File: config.mk
export PLATFORM = sky130hd
export DESIGN_NAME = program_sequencer
export DESIGN_NICKNAME = d
export VERILOG_FILES = /design/src/rtl/proc_ctrl_pkg.sv /design/src/rtl/program_sequencer_watchdog.sv /design/src/rtl/program_sequencer.sv
export SDC_FILE = /design/constraint.sdc
export NUM_CORES = 1
export LEC_CHECK = 0
export BUFFER_PORTS_ARGS = -buffer_cell sky130_fd_sc_hd__buf_2
export CAP_MARGIN = 10
export CORE_MARGIN = 8
export CORE_UTILIZATION = 64
export DETAILED_ROUTE_END_ITERATION = 16
export GPL_TIMING_DRIVEN = 0
export PLACE_DENSITY = 0.84
export SLEW_MARGIN = 20
export SYNTH_ARGS = -nofsm -noshare
export SYNTH_HDL_FRONTEND = slang
export SYNTH_SLANG_ARGS = --single-unit
File: constraint.sdc
create_clock -name Clk -period 3.95 [get_ports Clk]
set_clock_uncertainty 0.1 [all_clocks]
set_input_delay 0.79 -clock Clk [delete_from_list [all_inputs] [get_ports Clk]]
set_output_delay 0.79 -clock Clk [all_outputs]
set_load 0.02 [all_outputs]
File: src/rtl/proc_ctrl_pkg.sv
// Shared types and constants for the TopLevel program launcher.
package proc_ctrl_pkg;

    typedef enum logic [2:0] {
        IDLE,
        LAUNCH,
        RUN,
        GAP,
        DONE
    } seq_state_t;

    localparam int PROG_P1 = 0;
    localparam int PROG_P2 = 1;
    localparam int PROG_P3 = 2;

    localparam int DEFAULT_TIMEOUT = 50000;

endpackage

File: src/rtl/program_sequencer_watchdog.sv
// Saturating run-cycle counter with a hang detector for program_sequencer.
module cycle_watchdog #(
    parameter int CNT_W   = 16,
    parameter int TIMEOUT = 50000
) (
    input  logic             clk_i,
    input  logic             rst_ni,
    input  logic             clr_i,
    input  logic             en_i,
    output logic [CNT_W-1:0] count_o,
    output logic             expired_o
);
    localparam logic [CNT_W-1:0] CNT_MAX   = '1;
    localparam logic [CNT_W-1:0] TIMEOUT_V = CNT_W'(TIMEOUT);

    logic [CNT_W-1:0] count_q;
    logic [CNT_W-1:0] count_d;

    // Clear wins over enable; the count sticks at all-ones rather than wrapping.
    always_comb begin
        count_d = count_q;
        if (clr_i) begin
            count_d = '0;
        end else if (en_i && (count_q != CNT_MAX)) begin
            count_d = count_q + 1'b1;
        end
    end

    always_ff @(posedge clk_i or negedge rst_ni) begin
        if (!rst_ni) begin
            count_q <= '0;
        end else begin
            count_q <= count_d;
        end
    end

    assign count_o   = count_q;
    assign expired_o = (count_q == TIMEOUT_V);

endmodule

File: src/rtl/program_sequencer.sv
// Launches NUM_PROGS TopLevel programs in order, timing each run and flagging hangs.
// Recorded results stay readable through RdIdx/RdCount until the next Go or reset.
module program_sequencer
    import proc_ctrl_pkg::*;
#(
    parameter int  NUM_PROGS = 3,
    parameter int  START_LEN = 1,
    parameter int  GAP_LEN   = 1,
    parameter int  CNT_W     = 16,
    parameter int  TIMEOUT   = DEFAULT_TIMEOUT,
    localparam int SEL_W     = (NUM_PROGS > 1) ? $clog2(NUM_PROGS) : 1
) (
    input  logic                 Clk,
    input  logic                 Reset,
    input  logic                 Go,
    input  logic                 Abort,
    input  logic                 Ack,
    output logic                 Start,
    output logic [SEL_W-1:0]     ProgSel,
    output logic                 Busy,
    output logic                 Done,
    output logic [NUM_PROGS-1:0] TimeoutFlags,
    input  logic [SEL_W-1:0]     RdIdx,
    output logic [CNT_W-1:0]     RdCount
);
    localparam int PH_MAX = (START_LEN > GAP_LEN) ? START_LEN : GAP_LEN;
    localparam int PH_W   = (PH_MAX > 1) ? $clog2(PH_MAX) : 1;
    localparam logic [PH_W-1:0]  LAUNCH_LAST = PH_W'(START_LEN - 1);
    localparam logic [PH_W-1:0]  GAP_LAST    = PH_W'((GAP_LEN > 0) ? GAP_LEN - 1 : 0);
    localparam logic [SEL_W-1:0] LAST_SEL    = SEL_W'(NUM_PROGS - 1);
    localparam logic [CNT_W-1:0] TIMEOUT_V   = CNT_W'(TIMEOUT);

    seq_state_t             state_q;
    logic [PH_W-1:0]        phase_q;
    logic [SEL_W-1:0]       sel_q;
    logic                   start_q;
    logic                   busy_q;
    logic                   done_q;
    logic                   armed_q;
    logic [NUM_PROGS-1:0]   flags_q;
    logic [CNT_W-1:0]       counts_q [NUM_PROGS];

    logic                   launchLast;
    logic                   wdEnable;
    logic                   wdClear;
    logic [CNT_W-1:0]       wdCount;
    logic                   wdExpired;

    // The watchdog steps on the final launch cycle so the first RUN cycle reads 1.
    assign launchLast = (state_q == LAUNCH) && (phase_q == LAUNCH_LAST);
    assign wdEnable   = (state_q == RUN) || launchLast;
    assign wdClear    = Abort || !wdEnable;

    cycle_watchdog #(
        .CNT_W   (CNT_W),
        .TIMEOUT (TIMEOUT)
    ) u_watchdog (
        .clk_i     (Clk),
        .rst_ni    (Reset),
        .clr_i     (wdClear),
        .en_i      (wdEnable),
        .count_o   (wdCount),
        .expired_o (wdExpired)
    );

    always_ff @(posedge Clk or negedge Reset) begin
        if (!Reset) begin
            state_q <= IDLE;
            phase_q <= '0;
            sel_q   <= SEL_W'(PROG_P1);
            start_q <= 1'b0;
            busy_q  <= 1'b0;
            done_q  <= 1'b0;
            armed_q <= 1'b0;
            flags_q <= '0;
            for (int i = 0; i < NUM_PROGS; i++) counts_q[i] <= '0;
        end else if (Abort) begin
            state_q <= IDLE;
            phase_q <= '0;
            start_q <= 1'b0;
            busy_q  <= 1'b0;
            done_q  <= 1'b0;
            armed_q <= 1'b0;
        end else begin
            case (state_q)
                IDLE, DONE: begin
                    if (Go) begin
                        state_q <= LAUNCH;
                        phase_q <= '0;
                        sel_q   <= SEL_W'(PROG_P1);
                        start_q <= 1'b1;
                        busy_q  <= 1'b1;
                        done_q  <= 1'b0;
                        flags_q <= '0;
                        for (int i = 0; i < NUM_PROGS; i++) counts_q[i] <= '0;
                    end
                end
                LAUNCH: begin
                    if (launchLast) begin
                        state_q <= RUN;
                        phase_q <= '0;
                        start_q <= 1'b0;
                        armed_q <= 1'b0;
                    end else begin
                        phase_q <= phase_q + 1'b1;
                    end
                end
                // A high Ack only counts once Ack has been seen low in this run.
                RUN: begin
                    if (!Ack) armed_q <= 1'b1;
                    if (Ack && armed_q) begin
                        counts_q[sel_q] <= wdCount;
                        state_q         <= GAP;
                    end else if (wdExpired) begin
                        counts_q[sel_q] <= TIMEOUT_V;
                        flags_q[sel_q]  <= 1'b1;
                        state_q         <= GAP;
                    end
                end
                GAP: begin
                    if (phase_q == GAP_LAST) begin
                        phase_q <= '0;
                        if (sel_q == LAST_SEL) begin
                            state_q <= DONE;
                            busy_q  <= 1'b0;
                            done_q  <= 1'b1;
                        end else begin
                            state_q <= LAUNCH;
                            sel_q   <= sel_q + 1'b1;
                            start_q <= 1'b1;
                        end
                    end else begin
                        phase_q <= phase_q + 1'b1;
                    end
                end
                default: state_q <= IDLE;
            endcase
        end
    end

    assign Start        = start_q;
    assign ProgSel      = sel_q;
    assign Busy         = busy_q;
    assign Done         = done_q;
    assign TimeoutFlags = flags_q;

    always_comb begin
        RdCount = '0;
        if (int'(RdIdx) < NUM_PROGS) RdCount = counts_q[RdIdx];
    end

endmodule

# Yosys cells after proc, flatten, opt, wreduce, memory -nomap -nowiden
# Index checks and enable logic that the tools add are counted.
[op_classes]
add_sub_neg = 3
n_div = 0
mux = 53
n_mul = 0
reduce_logical = 24
shift = 0
n_eq_ne = 20
n_bitwise = 8
order_cmp = 6
[ops]
columns = ["op", "n"]
rows = [
  ["$mux W48", 3],
  ["$mux W16", 6],
  ["$pmux W48 S2", 1],
  ["$bwmux W48", 1],
  ["$bmux W16 S2", 1],
  ["$demux W16 S2", 1],
  ["$and A30 B30 Y30", 1],
  ["$mux W3", 10],
  ["$not A30 Y30", 1],
  ["$mux W1", 18],
  ["$ne A3 B3 Y1 const B", 6],
  ["$or A18 B18 Y18", 1],
  ["$add A16 B1 Y16 const B", 1],
  ["$eq A16 B16 Y1 const B", 1],
  ["$ne A16 B16 Y1 const B", 1],
  ["$reduce_and A5 Y1", 3],
  ["$pmux W3 S4", 1],
  ["$reduce_and A4 Y1", 3],
  ["$ne A2 B2 Y1 const B", 4],
  ["$eq A3 B2 Y1 const B", 2],
  ["$ge A3 B3 Y1 const B", 2],
  ["$mux W2", 3],
  ["$not A2 Y3", 2],
  ["$pmux W1 S2", 3],
  ["other kinds (28)", 38],
]
[word_totals]
romBits = 0
latch_bits = 0
n_memories = 0
ram_bits = 0
inputBits = 7
register_bits = 77

# Longest topological paths before layout
[logic_depth]
depth_word = 10
depth_mapped = 8
mapped_depth_nobuf = 6

# Modules after synthesis
# Synthesis repeated with hierarchy kept, for this count alone.
[hier_totals]
cells_unflattened = 374
hier_area_um2 = 3886.2
[by_module_without_submodules]
columns = ["mod", "cells_per_inst", "area_each_um2", "instances"]
rows = [
  ["program_sequencer", 270, 2905.3, 1],
  ["cycle_watchdog", 104, 980.9, 1],
]

# Worst setup path before layout
# No wires, ideal clock.
[synth_path]
kind = "input to output"
start = "in RdIdx[1]"
end = "out RdCount[10]"
setup_slack_ps = 1036
required_time_ps = 3060
arrival_time_ps = 2024
stages = 4
path_cell_list = "clkbuf_1 -> buf_2 -> mux2i_1 -> o21ai_0"
[synth_via]
elab_chain_cells = 5
word_cells_on_any_way = 6
[synth_rtl]
columns = ["item", "line_no", "source"]
rows = [
  ["start, declared", "program_sequencer.sv:23", "input logic [SEL_W-1:0] RdIdx,"],
  ["$not A2 Y3 (not written as such)", "program_sequencer.sv:149", "if (int'(RdIdx) < NUM_PROGS) RdCount = counts_q[RdIdx];"],
  ["$bmux W16 S2", "program_sequencer.sv:149", ""],
  ["$mux W16 (not written as such) (2 in a row)", "program_sequencer.sv:149", ""],
  ["$mux W16 (*)", "program_sequencer.sv:149", ""],
  ["end, declared", "program_sequencer.sv:24", "output logic [CNT_W-1:0] RdCount"],
]
# Mark *: on every way between the ends. The rest lies on a longest branch, timed or not. The select of a mux whose other input is x is not followed.

# Final worst setup path
[layout_path]
start = "in RdIdx[1]"
end = "out RdCount[14]"
# The elaborated chain is that of the path after synthesis.

==> results.ini <==
[run_status]
outcome=complete, no violations

[clock_tree]
cts_buffer_depth=2
cts_tree=built
cts_resized=0
cts_hold_buf=0
clk_pin_slew_ns=0.08
cts_made_buffers=9
cts_setup_buffers=0
htreeDepth=3
root_buffer=clkbuf_8
insertion_delay_ns=0.35
clkSinkCount=77

[die]
start_util_pct=66.4
die_h_um=94.6
boundaryPins=31
fp.dieW_um=94.6
num_rows=28
design.core.area_um2=5960
die_area_um2=8950

[worst_setup_path]
worst_path_max_delay_cell=clkbuf_1
endpoint_kind=output pin
critPathKind=primary input to output pin
cpMostUsedCell=clkbuf_1
start_kind=primary input
critPathMaxFanout=10
arrival_ns=2.41
cp_num_buf_inv=4
worstPathCellList=clkbuf_1 -> nor2b_1 -> clkbuf_1 -> clkbuf_1 -> nand2_1 -> o21ai_0 -> buf_2
cp.required_ns=3.06
cp_slowest_stage_delay_ns=0.49
cpLargestDelayFamily=buffers and inverters

[global_routing]
antenna_found_initial=0
grt_max_degree=50
grt_pass1_wl_mm=17.2
grt_usage_pct=24.3
grt_pass1_vias=3529
grt-ovfl-total=0

[layout]
mostFrequentLayoutCells=77 x dfrtp_1, 66 x nand2_1, 54 x o21ai_0
instances_no_fill=540
syn2layout_area_growth_pct=12.8
diodes=0
fillers=438
num-nets-final=473
drive_gt1_share_pct=15.1
layout_commonest_cell=dfrtp_1

[sta]
clock.fmax_mhz=303
rsz0062_at_grt=false
setup_viol=0
timing.final.crit_share_pct=83.5
tns_ns=0
worst_pin_slew_ns=0.923
finalCriticalPeriod_ns=3.30
slew_headroom_pct=37.6
hold_viol=0
drv_slew=0

[route]
viasPerCell=6.51
drtIter0Drc=304
ant_nets=0
avgRoutedWirePerCell_um=18.9
vias=3516
drt-total-wl_mm=10.2
drtPass1Iterations=5
drc_errors=0

[logic_synthesis]
syn_area_um2=3960
synth_cell_types=53
seq_area_frac_synth_pct=48.7
syn-num-nets=432
ys.warnings.count=0
syn-instance-count=420
synthArstFlopShare_pct=100
syn_avg_cell_area_um2=9.42
synth-seq-cells=77
synth_top_flop_cell=dfrtp_1
synth_edf_count=0

[run]
cap_violations=0

[placement]
detailed_place_hpwl_mm=6.91
gp_congestion=0.866
placed_cells=525
numPortBuffers=29

[power_and_ir_drop]
power_density_nw_per_um2=407
leakagePower_nw=1.99
vdd_drop_max_uv=269

[min_path]
hp-class=primary input to async pin

-- final cells by class --
class / instances / area (um^2) / area share, %
Tap cell: 75 / 93.8 / 2.10
Multi-Input combinational cell: 294 / 1810 / 40.6
Clock inverter: 6 / 113 / 2.52
Buffer: 29 / 141 / 3.17
Clock buffer: 9 / 124 / 2.78
Timing Repair Buffer: 30 / 175 / 3.93
Inverter: 20 / 75.1 / 1.68
Sequential cell: 77 / 1930 / 43.2
-- sequential cells by signal, summed over array words and instances, names as in the netlist --
| name | cells |
|---|---|
| Start | 1 |
| Busy | 1 |
| phase_q | 1 |
| Done | 1 |
| state_q | 3 |
| TimeoutFlags | 3 |
| u_watchdog.count_o | 16 |
| armed_q | 1 |
| ProgSel | 2 |
| counts_q | 48 |
-- power by group --
group          internal [mW]  switching [mW]  total [mW]
logic                 0.0836           0.173       0.256
clock network          0.417           0.294       0.711
registers              0.820          0.0268       0.846
total                   1.32           0.494        1.81
-- final timing paths --
| path | end | depth (start not counted) | slack [ns] | start |
|---|---|---|---|---|
| max | RdCount[14] | 7 | 0.65 | RdIdx[1] |
| min | counts_q[17]$_DFFE_PN0P_ | 1 | 0.26 | Reset |
| max reg2reg | counts_q[30]$_DFFE_PN0P_ | 5 | 1.46 | state_q[0]$_DFFE_PN0P_ |
| min reg2reg | counts_q[8]$_DFFE_PN0P_ | 1 | 0.40 | counts_q[8]$_DFFE_PN0P_ |
| max in group asynchronous | TimeoutFlags[1]$_DFFE_PN0P_ | 2 | 2.92 | Reset |
| min in group Clk | counts_q[8]$_DFFE_PN0P_ | 1 | 0.40 | counts_q[8]$_DFFE_PN0P_ |
-- logic make-up after synthesis --
logic type / count (synthesis) / synth area share [%]
flip-flops: 77 / 48.7
buffers and inverters: 49 / 5.47
XOR/XNOR: 1 / 0.221
AND/OR/NAND/NOR: 147 / 18.9
AO/OA/AOI/OAI: 122 / 20.2
adder cells (fa/ha/maj): 5 / 1.58
multiplexers: 19 / 4.84
-- Yosys cell counts (10+ instances only) --
| cell | count | share of area [%] |
|---|---|---|
| inv_1 | 20 | 1.9 |
| o32ai_1 | 12 | 2.7 |
| o21ai_0 | 54 | 6.8 |
| nand3_1 | 10 | 1.3 |
| a22o_1 | 10 | 2.2 |
| a21oi_1 | 15 | 1.9 |
| dfrtp_1 | 77 | 49 |
| mux2i_1 | 18 | 4.6 |
| buf_2 | 10 | 1.3 |
| nor2_1 | 14 | 1.3 |
| nand2_1 | 66 | 6.3 |
| clkbuf_1 | 11 | 1.0 |
-- routing by layer --
metal / part of all wire (%) / track usage [%] / wire length, um
met1: 42 / 32.1 / 4340
met2: 48 / 37.7 / 4940
met3: 7.4 / 4.76 / 752
met4: 1.8 / 11.7 / 182
met5: 0 / 0 / 0
-- metrics by stage --
step           utilization (%)  area, um^2  total power [mW]  hold slack [ns]  setup slack [ns]
2_1_floorplan                -        3960              1.02            0.356              1.04
3_3_place_gp              70.4        4200              1.10            0.371             0.707
5_1_grt                   74.9        4460              1.89            0.288             0.479
4_1_cts                   74.9        4460              1.81            0.268             0.631
3_5_place_dp              70.9        4230              1.11            0.377             0.686
6_report                  74.9        4460              1.81            0.257             0.653
Note: power is estimated with default switching activity, not from simulation.
